`src/rtl/lcd_pkg.sv`:
```
// Shared definitions for the HD44780-compatible bus responder: instruction bit
// positions, the two-line DDRAM address map, FSM states and busy-time scaling.
package lcd_pkg;

  // Instruction class is given by the highest set bit of the data byte.
  localparam int BIT_SET_DDRAM = 7;
  localparam int BIT_SET_CGRAM = 6;
  localparam int BIT_FUNC      = 5;
  localparam int BIT_SHIFT     = 4;
  localparam int BIT_DISP      = 3;
  localparam int BIT_ENTRY     = 2;
  localparam int BIT_HOME      = 1;
  localparam int BIT_CLEAR     = 0;

  // Option bits inside the individual instructions.
  localparam int FUNC_DL  = 4;
  localparam int SHIFT_SC = 3;
  localparam int SHIFT_RL = 2;
  localparam int DISP_D   = 2;
  localparam int ENTRY_ID = 1;

  localparam logic [6:0] LINE1_BASE = 7'h00;
  localparam logic [6:0] LINE1_LAST = 7'h27;
  localparam logic [6:0] LINE2_BASE = 7'h40;
  localparam logic [6:0] LINE2_LAST = 7'h67;

  localparam logic [7:0] SPACE = 8'h20;

  typedef enum logic [1:0] {
    ST_IDLE  = 2'd0,
    ST_CLEAR = 2'd1,
    ST_PEND  = 2'd2
  } state_t;

  function automatic int unsigned us_to_cycles(input longint unsigned clk_hz,
                                               input longint unsigned us);
    return 32'((clk_hz * us) / 64'd1000000);
  endfunction

endpackage

```
`src/rtl/lcd_ac_step.sv`:
```
// Next address-counter value for one step in either direction, following the
// two-line DDRAM map (line 1 = 0x00-0x27, line 2 = 0x40-0x67).
module lcd_ac_step
  import lcd_pkg::*;
(
  input  logic [6:0] ac,
  input  logic       dir,
  output logic [6:0] ac_next
);

  logic in_map;

  always_comb begin
    in_map = (ac <= LINE1_LAST) || ((ac >= LINE2_BASE) && (ac <= LINE2_LAST));
    if (dir) begin
      if (ac == LINE1_LAST)      ac_next = LINE2_BASE;
      else if (ac == LINE2_LAST) ac_next = LINE1_BASE;
      else if (!in_map)          ac_next = LINE2_BASE;
      else                       ac_next = ac + 7'd1;
    end else begin
      if (ac == LINE1_BASE)      ac_next = LINE2_LAST;
      else if (ac == LINE2_BASE) ac_next = LINE1_LAST;
      else if (!in_map)          ac_next = LINE1_LAST;
      else                       ac_next = ac - 7'd1;
    end
  end

endmodule

```
`src/rtl/lcd_bus_responder.sv`:
```
// HD44780-compatible write-bus responder: synchronizes rs/e/d, decodes on E fall,
// keeps DDRAM/AC/flags and emulates busy time. Define BUSY_CHECK_EN for o_err checks.
module lcd_bus_responder
  import lcd_pkg::*;
#(
  parameter int CLK_HZ     = 12000000,
  parameter int T_SHORT_US = 37,
  parameter int T_LONG_US  = 1520
) (
  input  logic       i_clk,
  input  logic       i_reset,
  input  logic       i_rs,
  input  logic       i_e,
  input  logic [7:0] i_d,
  input  logic [6:0] i_rd_addr,
  output logic [7:0] o_rd_char,
  output logic [6:0] o_ac,
  output logic       o_disp_on,
  output logic       o_init_done,
  output logic       o_wr_stb,
  output logic       o_busy,
  output logic       o_err,
  output logic [1:0] o_state
);

  localparam int unsigned SHORT_CYC = us_to_cycles(64'(CLK_HZ), 64'(T_SHORT_US));
  localparam int unsigned LONG_CYC  = us_to_cycles(64'(CLK_HZ), 64'(T_LONG_US));
  localparam int          TW        = $clog2(LONG_CYC + 1);
  localparam logic [TW-1:0] SHORT_LD = TW'(SHORT_CYC);
  localparam logic [TW-1:0] LONG_LD  = TW'(LONG_CYC);

  logic       e_s1, e_s2, rs_s1, rs_s2, fall;
  logic [7:0] d_s1, d_s2;
  logic       wr_vld, wr_rs;
  logic [7:0] wr_d;

  // Bus side is a 1-deep stream: wr_vld is a single-cycle valid with no ready;
  // the decoder must take it that cycle, or park it in the pending slot during CLEAR.
  assign fall = e_s2 & ~e_s1;

  always_ff @(posedge i_clk or posedge i_reset) begin
    if (i_reset) begin
      {e_s1, e_s2, rs_s1, rs_s2} <= '0;
      d_s1   <= '0;
      d_s2   <= '0;
      wr_vld <= 1'b0;
      wr_rs  <= 1'b0;
      wr_d   <= '0;
    end else begin
      e_s1   <= i_e;
      e_s2   <= e_s1;
      rs_s1  <= i_rs;
      rs_s2  <= rs_s1;
      d_s1   <= i_d;
      d_s2   <= d_s1;
      wr_vld <= fall;
      if (fall) begin
        wr_rs <= rs_s2;
        wr_d  <= d_s2;
      end
    end
  end

  state_t     state;
  logic [6:0] ac, clr_addr, ac_next, clr_next;
  logic       id, pend_vld, pend_rs;
  logic [7:0] pend_d;
  logic [TW-1:0] timer;
  logic       exe_vld, exe_rs, step_dir;
  logic [7:0] exe_d;
  logic       mem_we;
  logic [6:0] mem_addr;
  logic [7:0] mem_data;
  logic [7:0] ddram [0:127];

  // The write being executed comes from the bus in IDLE, from the pending slot in PEND.
  always_comb begin
    exe_vld = 1'b0;
    exe_rs  = wr_rs;
    exe_d   = wr_d;
    if (state == ST_IDLE) begin
      exe_vld = wr_vld;
    end else if (state == ST_PEND) begin
      exe_vld = pend_vld;
      exe_rs  = pend_rs;
      exe_d   = pend_d;
    end
  end

  assign step_dir = exe_rs ? id : exe_d[SHIFT_RL];

  lcd_ac_step u_ac_step  (.ac(ac),       .dir(step_dir), .ac_next(ac_next));
  lcd_ac_step u_clr_step (.ac(clr_addr), .dir(1'b1),     .ac_next(clr_next));

  always_comb begin
    mem_we   = 1'b0;
    mem_addr = ac;
    mem_data = exe_d;
    if (state == ST_CLEAR) begin
      mem_we   = 1'b1;
      mem_addr = clr_addr;
      mem_data = SPACE;
    end else if (exe_vld && exe_rs) begin
      mem_we = 1'b1;
    end
  end

  always_ff @(posedge i_clk or posedge i_reset) begin
    if (i_reset) begin
      state       <= ST_IDLE;
      ac          <= '0;
      id          <= 1'b1;
      clr_addr    <= '0;
      pend_vld    <= 1'b0;
      pend_rs     <= 1'b0;
      pend_d      <= '0;
      timer       <= '0;
      o_disp_on   <= 1'b0;
      o_init_done <= 1'b0;
      o_wr_stb    <= 1'b0;
    end else begin
      o_wr_stb <= 1'b0;
      if (timer != '0) timer <= timer - 1'b1;
      case (state)
        ST_CLEAR: begin
          clr_addr <= clr_next;
          if (wr_vld && !pend_vld) begin
            pend_vld <= 1'b1;
            pend_rs  <= wr_rs;
            pend_d   <= wr_d;
          end
          if (clr_addr == LINE2_LAST) state <= (pend_vld || wr_vld) ? ST_PEND : ST_IDLE;
        end
        ST_PEND: begin
          // The slot is consumed this cycle, so a write landing now refills it.
          pend_vld <= wr_vld;
          pend_rs  <= wr_rs;
          pend_d   <= wr_d;
          state    <= wr_vld ? ST_PEND : ST_IDLE;
        end
        default: state <= ST_IDLE;
      endcase
      if (exe_vld) begin
        if (exe_rs) begin
          o_wr_stb <= 1'b1;
          ac       <= ac_next;
          timer    <= SHORT_LD;
        end else if (exe_d[BIT_SET_DDRAM]) begin
          ac    <= exe_d[6:0];
          timer <= SHORT_LD;
        end else if (exe_d[BIT_SET_CGRAM]) begin
          timer <= SHORT_LD;
        end else if (exe_d[BIT_FUNC]) begin
          if (exe_d[FUNC_DL]) o_init_done <= 1'b1;
          timer <= SHORT_LD;
        end else if (exe_d[BIT_SHIFT]) begin
          if (!exe_d[SHIFT_SC]) ac <= ac_next;
          timer <= SHORT_LD;
        end else if (exe_d[BIT_DISP]) begin
          o_disp_on <= exe_d[DISP_D];
          timer     <= SHORT_LD;
        end else if (exe_d[BIT_ENTRY]) begin
          id    <= exe_d[ENTRY_ID];
          timer <= SHORT_LD;
        end else if (exe_d[BIT_HOME]) begin
          ac    <= '0;
          timer <= LONG_LD;
        end else if (exe_d[BIT_CLEAR]) begin
          ac       <= '0;
          id       <= 1'b1;
          timer    <= LONG_LD;
          clr_addr <= LINE1_BASE;
          state    <= ST_CLEAR;
        end
      end
    end
  end

  // DDRAM content deliberately survives reset.
  always_ff @(posedge i_clk) begin
    if (mem_we) ddram[mem_addr] <= mem_data;
  end

  always_ff @(posedge i_clk or posedge i_reset) begin
    if (i_reset) o_rd_char <= '0;
    else         o_rd_char <= ddram[i_rd_addr];
  end

  assign o_ac    = ac;
  assign o_busy  = (timer != '0);
  assign o_state = state;

`ifdef BUSY_CHECK_EN
  logic [1:0] e_hi_cnt;
  logic       err;

  // e_hi_cnt counts earlier high cycles, so the fall cycle itself makes the total cnt+1.
  always_ff @(posedge i_clk or posedge i_reset) begin
    if (i_reset) begin
      e_hi_cnt <= '0;
      err      <= 1'b0;
    end else begin
      e_hi_cnt <= e_s2 ? ((e_hi_cnt == 2'd3) ? 2'd3 : e_hi_cnt + 2'd1) : 2'd0;
      if ((fall && (o_busy || (e_hi_cnt < 2'd2))) ||
          ((state == ST_CLEAR) && wr_vld && pend_vld))
        err <= 1'b1;
    end
  end

  assign o_err = err;
`else
  assign o_err = 1'b0;
`endif

endmodule
```
`config.mk`:
```
export PLATFORM = sky130hd
export DESIGN_NAME = lcd_bus_responder
export DESIGN_NICKNAME = d
export VERILOG_FILES = /design/src/rtl/lcd_pkg.sv /design/src/rtl/lcd_ac_step.sv /design/src/rtl/lcd_bus_responder.sv
export SDC_FILE = /design/constraint.sdc
export NUM_CORES = 1
export LEC_CHECK = 0
export ABC_AREA = 1
export CAP_MARGIN = 10
export CELL_PAD_IN_SITES_DETAIL_PLACEMENT = 0
export CELL_PAD_IN_SITES_GLOBAL_PLACEMENT = 1
export CORE_MARGIN = 10
export CORE_UTILIZATION = 55
export CTS_CLUSTER_SIZE = 24
export DETAILED_ROUTE_END_ITERATION = 8
export GPL_TIMING_DRIVEN = 0
export HOLD_SLACK_MARGIN = 0.03
export PLACE_DENSITY = 0.95
export RECOVER_POWER = 100
export SYNTH_ARGS = -nofsm -noshare
export SYNTH_HDL_FRONTEND = slang
export SYNTH_SLANG_ARGS = --single-unit
```
`constraint.sdc`:
```
create_clock -name i_clk -period 12.1 [get_ports i_clk]
set_input_delay 1.815 -clock i_clk [delete_from_list [all_inputs] [get_ports i_clk]]
set_output_delay 1.815 -clock i_clk [all_outputs]
set_load 0.05 [all_outputs]
```
# After elaboration in Yosys (flattened, before gate mapping)
# Memory sizes are Yosys's and may differ from the RTL's. A register that Yosys moved wholly into a read port is not among the register bits.
# Index checks and enable logic that the tools add are counted.
# Widths: inputs -> output; s select.
# classes
addsub	4
n_lt_le_gt_ge	6
eq_ne	13
n_mux	80
bitwise_logic	8
n_reduce_logical	19
# op_table
cell	n
$mux 7	32
$mux 15	11
$mux 8	4
$mux 2	13
$eq 7x7->1 const B	3
$mux 1	16
$pmux 8 s2	1
$reduce_bool 15->1	1
$sub 15x1->15 const B	1
$add 7x1->7 const B	2
$eq 7x6->1 const B	2
$ge 7x7->1 const B	2
$le 7x6->1 const B	2
$le 7x7->1 const B	2
$reduce_and 6->1	2
$ne 3x2->1 const B	3
$reduce_and 9->1	1
$logic_not 7->1	1
$not 1->1	7
$reduce_and 7->1	1
$sub 7x1->7 const B	1
$reduce_bool 5->1	1
$logic_and 1x1->1	4
$ne 2x1->1 const B	2
other kinds (11)	15
# word_totals
reg_bits	75
ram_bits	1024
input_bits	19
out_inout_bits	22
wordCells	151
memories	1
# mem_list
name	depth	word_bits	rd	rd_ports_with_merged_regs	wr	line	text
ddram	128	8	1	1	1	lcd_bus_responder.sv:74	logic [7:0] ddram [0:127];

# Depth between registers and ports, before layout
# Gate-level depths: netlist of the first run.
# depth
ltp_word	17
depth_mapped	15
depth_no_buf	13

# Hierarchy
# Synthesis of the first run repeated with hierarchy kept, for this count alone.
# hier_totals
cells_unflattened	4153
area_unflattened_um2	46129.2
# by_module_without_submodules
mod	n_inst	cells_each	area_each_um2	seq_area_each_um2
lcd_bus_responder	1	3987	45238.4	32827.7
lcd_ac_step	2	83	445.4	0.0

# Worst setup path before layout of the first run
# OpenSTA, ideal clock, no wires.
# synth_path
path_kind	reg2reg
startpoint	register state[0], in the netlist o_state[0]
endpoint	memory ddram[0][7], data pin
setup_ns	0.795
arrival_ns	4.542
required_ns	11.305
slack_ns	6.763
path_stages_with_launch	9
n_path_buf	1
period_less_slack_ns	5.337
path_cell_list	dfrtp_1 -> inv_1 -> ha_1 -> inv_1 -> nand2_2 -> buf_6 -> o21ai_1 -> inv_1 -> nor2_1
# synth_between
elab_chain_cells	4
elab_cells_between_ends	6
cone_classes	eq/ne: 2; mux: 3; reduce/logical: 1
# synth_lines
element	line	text
start: declaration	lcd_bus_responder.sv:64	state_t state;
start signal: assignment	lcd_bus_responder.sv:132	if (clr_addr == LINE2_LAST) state <= (pend_vld || wr_vld) ? ST_PEND : ST_IDLE;
start signal: assignment	lcd_bus_responder.sv:139	state <= wr_vld ? ST_PEND : ST_IDLE;
$eq 2x2->1	lcd_bus_responder.sv:83	end else if (state == ST_PEND) begin
$mux 8	lcd_bus_responder.sv:83	
$mux 8	lcd_bus_responder.sv:81	if (state == ST_IDLE) begin
$mux 8 (*)	lcd_bus_responder.sv:99	if (state == ST_CLEAR) begin
net mem_data[7]	lcd_bus_responder.sv:73	logic [7:0] mem_data;
end: declaration	lcd_bus_responder.sv:74	
# The timed path passes the listed nets; every way through them passes the cells marked *.

# Final worst setup path of the first run
# layout_path
startpoint	register state[0], in the netlist o_state[0]
endpoint	memory ddram[45][5], data pin
# Same word-level chain as after synthesis.

==> results.yml, run 1 <==
die:
  die_x_um: 309
  initial_core_util_pct: 55.7
  rows: 105
  die_h_um: 309
  die-area_um2: 95400
  core_area_um2: 82400
  ioPinCount: 41
yosys:
  yosys.area_share.simple_pct: 23.6
  yosys.area.top_type_share_pct: 67.0
  synth_top_family_by_area: "simple AND/OR/NAND/NOR gates"
  yosysWarnings: 0
  avgSynthCellArea_um2: 11.3
  syn_inst: 4056
  synth_area_leaders: "edfxtp_1, nand2_1, nand3_1"
  synth_xor_area_share_pct: 0.172
  synth_fa_ha_area_share_pct: 0.218
  synth_mux_area_share_pct: 0.0245
  synth_nets: 4083
  synth-seq-cells: 1107
  ys_types: 49
  synth_area_um2: 45900
  yosysSeqAreaShare_pct: 71.6
  yosys.area.top_type: "edfxtp_1"
  synth-compound-area-share_pct: 1.29
timing:
  finalHoldViolations: 0
  grt_setup_unrepaired: "no"
  final-max-slew-violation-count: 1010
  worstMarginPinSlew_ns: 4.41
  max_freq_mhz: 138
  setup_violations: 0
  layout_min_cycle_time_ns: 7.26
  relSlewSlack_pct: -194
  clock_skew_ns: 0.0343
  setup_tns_ns: 0
  post-route-period-util_pct: 60.0
drt:
  routedWlPerCell_um: 26.5
  wl_met3_um: 21200
  met1_length_um: 49500
  wl_met2_um: 62600
  vias: 33700
  dr.first_iter.drc_count: 5439
  firstDrtPassIters: 7
  vias_per_cell: 6.25
  highest_layer: "met5"
  ant_nets: 0
  drc: 0
  drt-total-wl_um: 143000
placement:
  numPortBuffers: 34
  dp_cells: 5187
  gp_congestion: 1.01
  place_hpwl_um: 98300
grt:
  grt_pass1_vias: 31800
  grt_pass1_wl_um: 205000
  grtUsageTotal_pct: 29.6
  grt_max_degree: 83
  antenna_found_initial: 7
  grt_overflow: 0
clocking:
  cts-buffers-inserted: 111
  clock_sinks: 1107
  path_clk_slew_ns: 0.06
  htreeDepth: 3
  cts_tree: "built"
  ctsResizeCount: 0
  clk_root_buffer_cell: "clkbuf_16"
  cts_hold_buf: 0
  cts_setup_buffers: 0
  cts.path.max_buffers: 3
  clk_latency_ns: 0.72
setup_path:
  cp_max_fo: 82
  worstPathRequired_ns: 11.95
  start_kind: "register"
  end_kind: "register"
  crit_type: "reg2reg"
  arrival_ns: 7.11
pwr:
  vdd_drop_max_v: 0.000160
  power.leakage_nw: 18.8
  power.density_nw_per_um2: 175
min_path:
  hold_path.class: "reg2reg"
flow_run:
  maxCapViolations: 28
final_layout:
  drive_gt1_share_pct: 7.52
  final_common_cell: "nand2_1"
  most-common-layout-cells: "nand2_1, edfxtp_1, nand3_1"
  stdcell_count: 5396
  fillers: 6137
  nets: 4258
  syn_to_final_growth_pct: 11.7
outcome:
  status: "complete, but fails checks"
  failed_checks: "max-capacitance violations, max-slew violations"
[worst max-delay path, stage by stage, from the launching register on]
cell and delay (ns):
dfrtp_1 0.40, inv_1 0.10, ha_1 0.25, nand2_1 0.16, clkbuf_1 0.35, o21ai_0 0.40
nand2_1 1.49, clkbuf_1 3.19
[cells in the mapped netlist, drive strengths merged]
master and number:
nor2 208, o41ai 1, inv 76, a22oi 1, a21oi 22, xor2 8
a31o 1, nand2 1330, a31oi 1, o21a 1, mux2 1, nand3 960
nand3b 1, nor4 1, o31ai 1, clkbuf 61, edfxtp 1024, or2 4
a211oi 2, o211a 1, dfstp 1, nor3 11, o22ai 1, nor3b 2
nand4 7, ha 8, xnor2 1, conb 1, a21boi 6, o21ai 51
buf 179, dfrtp 82, clkinv 1
[state kept, by name, summed over array words and instances (netlist names), 8 cells and up]
register	flops
d_s1	8
d_s2	8
ddram	1024
o_rd_char	8
pend_d	8
timer	15
wr_d	8
[report_power, final]
group	internal (mW)	leakage [nW]	switching (mW)	total (mW)
clock	2.11	1.84	1.48	3.59
sequential	4.34	10.3	0.0431	4.38
combinational	0.216	6.70	0.806	1.02
total	6.66	18.8	2.33	9.00
[routing by layer]
layer / up-vias / global-route usage, %
met1: 16000 / 37.5
met4: 4 / 16.3
li1: 14500 / -
met5: - / 0
met3: 522 / 9.48
met2: 2665 / 44.9
[cell families (layout without fill, tap and decap cells)]
| kind of cell | count (synthesis) | count (layout) |
|---|---|---|
| other | 1 | 4 |
| adder cells (fa/ha/maj) | 8 | 8 |
| AND/OR/NAND/NOR | 2524 | 2524 |
| multiplexers | 1 | 1 |
| AO/OA/AOI/OAI | 89 | 89 |
| flip-flops | 1107 | 1107 |
| XOR/XNOR | 9 | 9 |
| buffers and inverters | 317 | 584 |
[final cells by class]
cell class	count	area [um2]	area share, %
clock buffers	131	2870	5.61
diodes	3	7.51	0.0146
plain buffers	240	1110	2.17
repair buffers	62	445	0.869
well taps	1070	1340	2.61
clock inverters	74	905	1.76
multi-input cells	2632	11500	22.3
flip-flops and latches	1107	32800	64.0
inverters	77	290	0.566
[per-stage QoR]
stage / utilization [%] / hold slack [ns] / power (mW) / worst slack (ns) / cell area, um2
finish: 62.2 / 0.351 / 9.00 / 4.84 / 51300
global route: 62.2 / 0.354 / 9.20 / 4.58 / 51200
CTS: 63.1 / 0.350 / 8.99 / 7.59 / 51900
detailed placement: 58.5 / 0.336 / 5.49 / 6.97 / 48200
global placement: 57.7 / 0.334 / 5.47 / 2.46 / 47500
floorplan: - / 0.331 / 5.06 / 6.76 / 45900
[path summary, 6_finish.rpt]
kind | start | end | slack, ns | cells past startpoint
max in group asynchronous | i_reset | o_rd_char[6] | 6.21 | 3
min in group asynchronous | i_reset | timer[10] | 1.68 | 2
hold / removal | d_s1[7] | d_s2[7] | 0.35 | 0
hold reg to reg | d_s1[7] | d_s2[7] | 0.35 | 0
setup / recovery | o_state[0] | ddram[45][5] | 4.84 | 7
setup reg to reg | o_state[0] | ddram[45][5] | 4.84 | 7
Note: power is estimated with default switching activity, not from simulation.
==> inputs of run 2 (changes only) <==
CORE_UTILIZATION = 46   (was 55)
PLACE_DENSITY = 0.86   (was 0.95)
clock period = 6 ns   (was 12.1 ns; I/O delays follow)
==> run 2 against run 1 <==
  * The run still ends with max-capacitance violations, max-slew violations left
  * Core utilization decreased by 9.6 points
  * Via count decreased by 2.8%
  * Clock skew is 0.0021 ns lower
  * Critical endpoint is now ddram[106][6]
  * Largest cell class unchanged
  * Largest power group unchanged
  * Highest routed layer unchanged
==> results.yml, run 2 (synthesized netlist as in run 1, its figures left out) <==
timing:
  relSlewSlack_pct: -82.0
  layout_min_cycle_time_ns: 4.80
  grt_setup_unrepaired: "no"
  worstMarginPinSlew_ns: 2.72
  finalHoldViolations: 0
  setup_violations: 0
  clock_skew_ns: 0.0322
  post-route-period-util_pct: 80.0
  final-max-slew-violation-count: 189
  max_freq_mhz: 208
drt:
  drc: 0
  vias: 32800
  drt-total-wl_um: 143000
  firstDrtPassIters: 8
  vias_per_cell: 5.84
  ant_nets: 0
  routedWlPerCell_um: 25.5
  dr.first_iter.drc_count: 4621
placement:
  placed_area_um2: 48400
  numPortBuffers: 34
  place_hpwl_um: 101000
  gp_congestion: 0.976
  dp_cells: 5403
setup_path:
  r2r_cells: 9
  rr_endpoint: "ddram[106][6]"
  cp_max_fo: 10
  endpoint: "ddram[106][6]"
  crit_type: "reg2reg"
  worstPathRequired_ns: 6.33
  start_kind: "register"
  r2r_slack_ns: 1.20
  timing.rr.start: "o_state[0]"
  arrival_ns: 5.14
  end_kind: "register"
  critPathLaunch: "o_state[0]"
pwr:
  power.density_nw_per_um2: 348
  seq_power_share_pct: 48.7
  vdd_drop_max_v: 0.000319
  switching_power_mw: 4.73
  power.share.switching_pct: 26.1
  power.leakage_nw: 19.1
  p_clk_share_pct: 39.5
  p_int_mw: 13.4
  pwr-share-comb_pct: 11.9
clocking:
  clk_root_buffer_cell: "clkbuf_16"
  path_clk_slew_ns: 0.06
  htreeDepth: 3
  clk_latency_ns: 0.73
  clock_sinks: 1107
  cts-buffers-inserted: 110
  cts_setup_buffers: 0
  cts_hold_buf: 0
  cts_tree: "built"
  cts.path.max_buffers: 3
  ctsResizeCount: 0
die:
  rows: 115
  ioPinCount: 41
  initial_core_util_pct: 46.5
  die-area_um2: 113000
  core_area_um2: 98700
  die_h_um: 336
  die_x_um: 336
grt:
  grt_max_degree: 68
  grtUsageTotal_pct: 25.1
  grt_overflow: 0
  grt_pass1_wl_um: 207000
  grt_pass1_vias: 31000
  antenna_found_initial: 2
final_layout:
  nets: 4261
  final_common_cell: "nand2_1"
  syn_to_final_growth_pct: 13.3
  regMostFlops: "ddram"
  drive_gt1_share_pct: 8.30
  stdcell_count: 5616
  top_regs: "ddram (1024), timer (15)"
  fin_area_um2: 52000
  largest_reg_flops: 1024
  fillers: 8388
  most-common-layout-cells: "nand2_1, edfxtp_1, nand3_1"
flow_run:
  maxCapViolations: 8
outcome:
  status: "complete, but fails checks"
  failed_checks: "max-capacitance violations, max-slew violations"
min_path:
  whs_path_depth: 0
  hold_path.class: "reg2reg"
## run 2: cell types whose count changed in the layout (fill, tap and decap cells not counted), moves of 4 or more
cell       change
clkinv_2       -8
buf_2          +9
bufinv_16      -4
buf_12        +20
buf_16         +5
clkbuf_1      -29
## run 2: stage by stage
stage               utilization (%)  setup TNS [ns]  setup slack, ns  hold WS [ns]  power, mW
floorplan                         -               0            0.663         0.331       10.2
global placement               48.4        -3144.79            -3.89         0.335       11.1
detailed placement             49.1               0             1.76         0.336       11.1
CTS                            52.8               0             2.18         0.350       18.1
global route                   52.7               0             1.12         0.355       18.6
finish                         52.7               0             1.20         0.347       18.1
## run 2: power groups by stage
stage               Clock [mW]  Sequential, mW  Combinational (mW)
floorplan                    0            9.12                1.09
global placement             0            9.08                1.98
detailed placement           0            8.97                2.12
CTS                       7.15            8.81                2.13
global route              7.46            8.82                2.29
finish                    7.14            8.81                2.15
## run 2: cell type report
class                           instances  area (um2)  area share, %
Inverter                               77         290          0.558
Tap cell                             1287        1610           3.10
Sequential cell                      1107       32800           63.1
Clock inverter                         67         787           1.51
Timing Repair Buffer                   66         931           1.79
Antenna cell                            2        5.00        0.00963
Clock buffer                          138        2940           5.66
Multi-Input combinational cell       2632       11500           22.1
Buffer                                240        1120           2.16
## run 2: routing by layer
metal | global-route usage, % | wire length (um)
met2 | 37.4 | 62500
met4 | 13.0 | 8560
met1 | 32.9 | 54300
met3 | 7.43 | 18000
met5 | 0 | 10
## run 2: worst min path at each step
stage	startpoint	slack [ns]	end
6_report	d_s1[3]	0.35	d_s2[3]
5_1_grt	d_s1[3]	0.35	d_s2[3]
4_1_cts	d_s1[7]	0.35	d_s2[7]
3_5_place_dp	d_s1[7]	0.34	d_s2[7]
3_3_place_gp	d_s1[7]	0.33	d_s2[7]
2_1_floorplan	d_s1[0]	0.33	d_s2[0]
## run 2: worst max-delay path, cell delays in order (launching register included)
cell      delay [ns]
dfrtp_1         0.39
inv_1           0.09
ha_1            0.25
nand2_1         0.16
clkbuf_1        0.39
o21ai_0         0.49
o21ai_4         0.36
nand3_1         0.70
buf_2           0.54
nor2_1          1.02
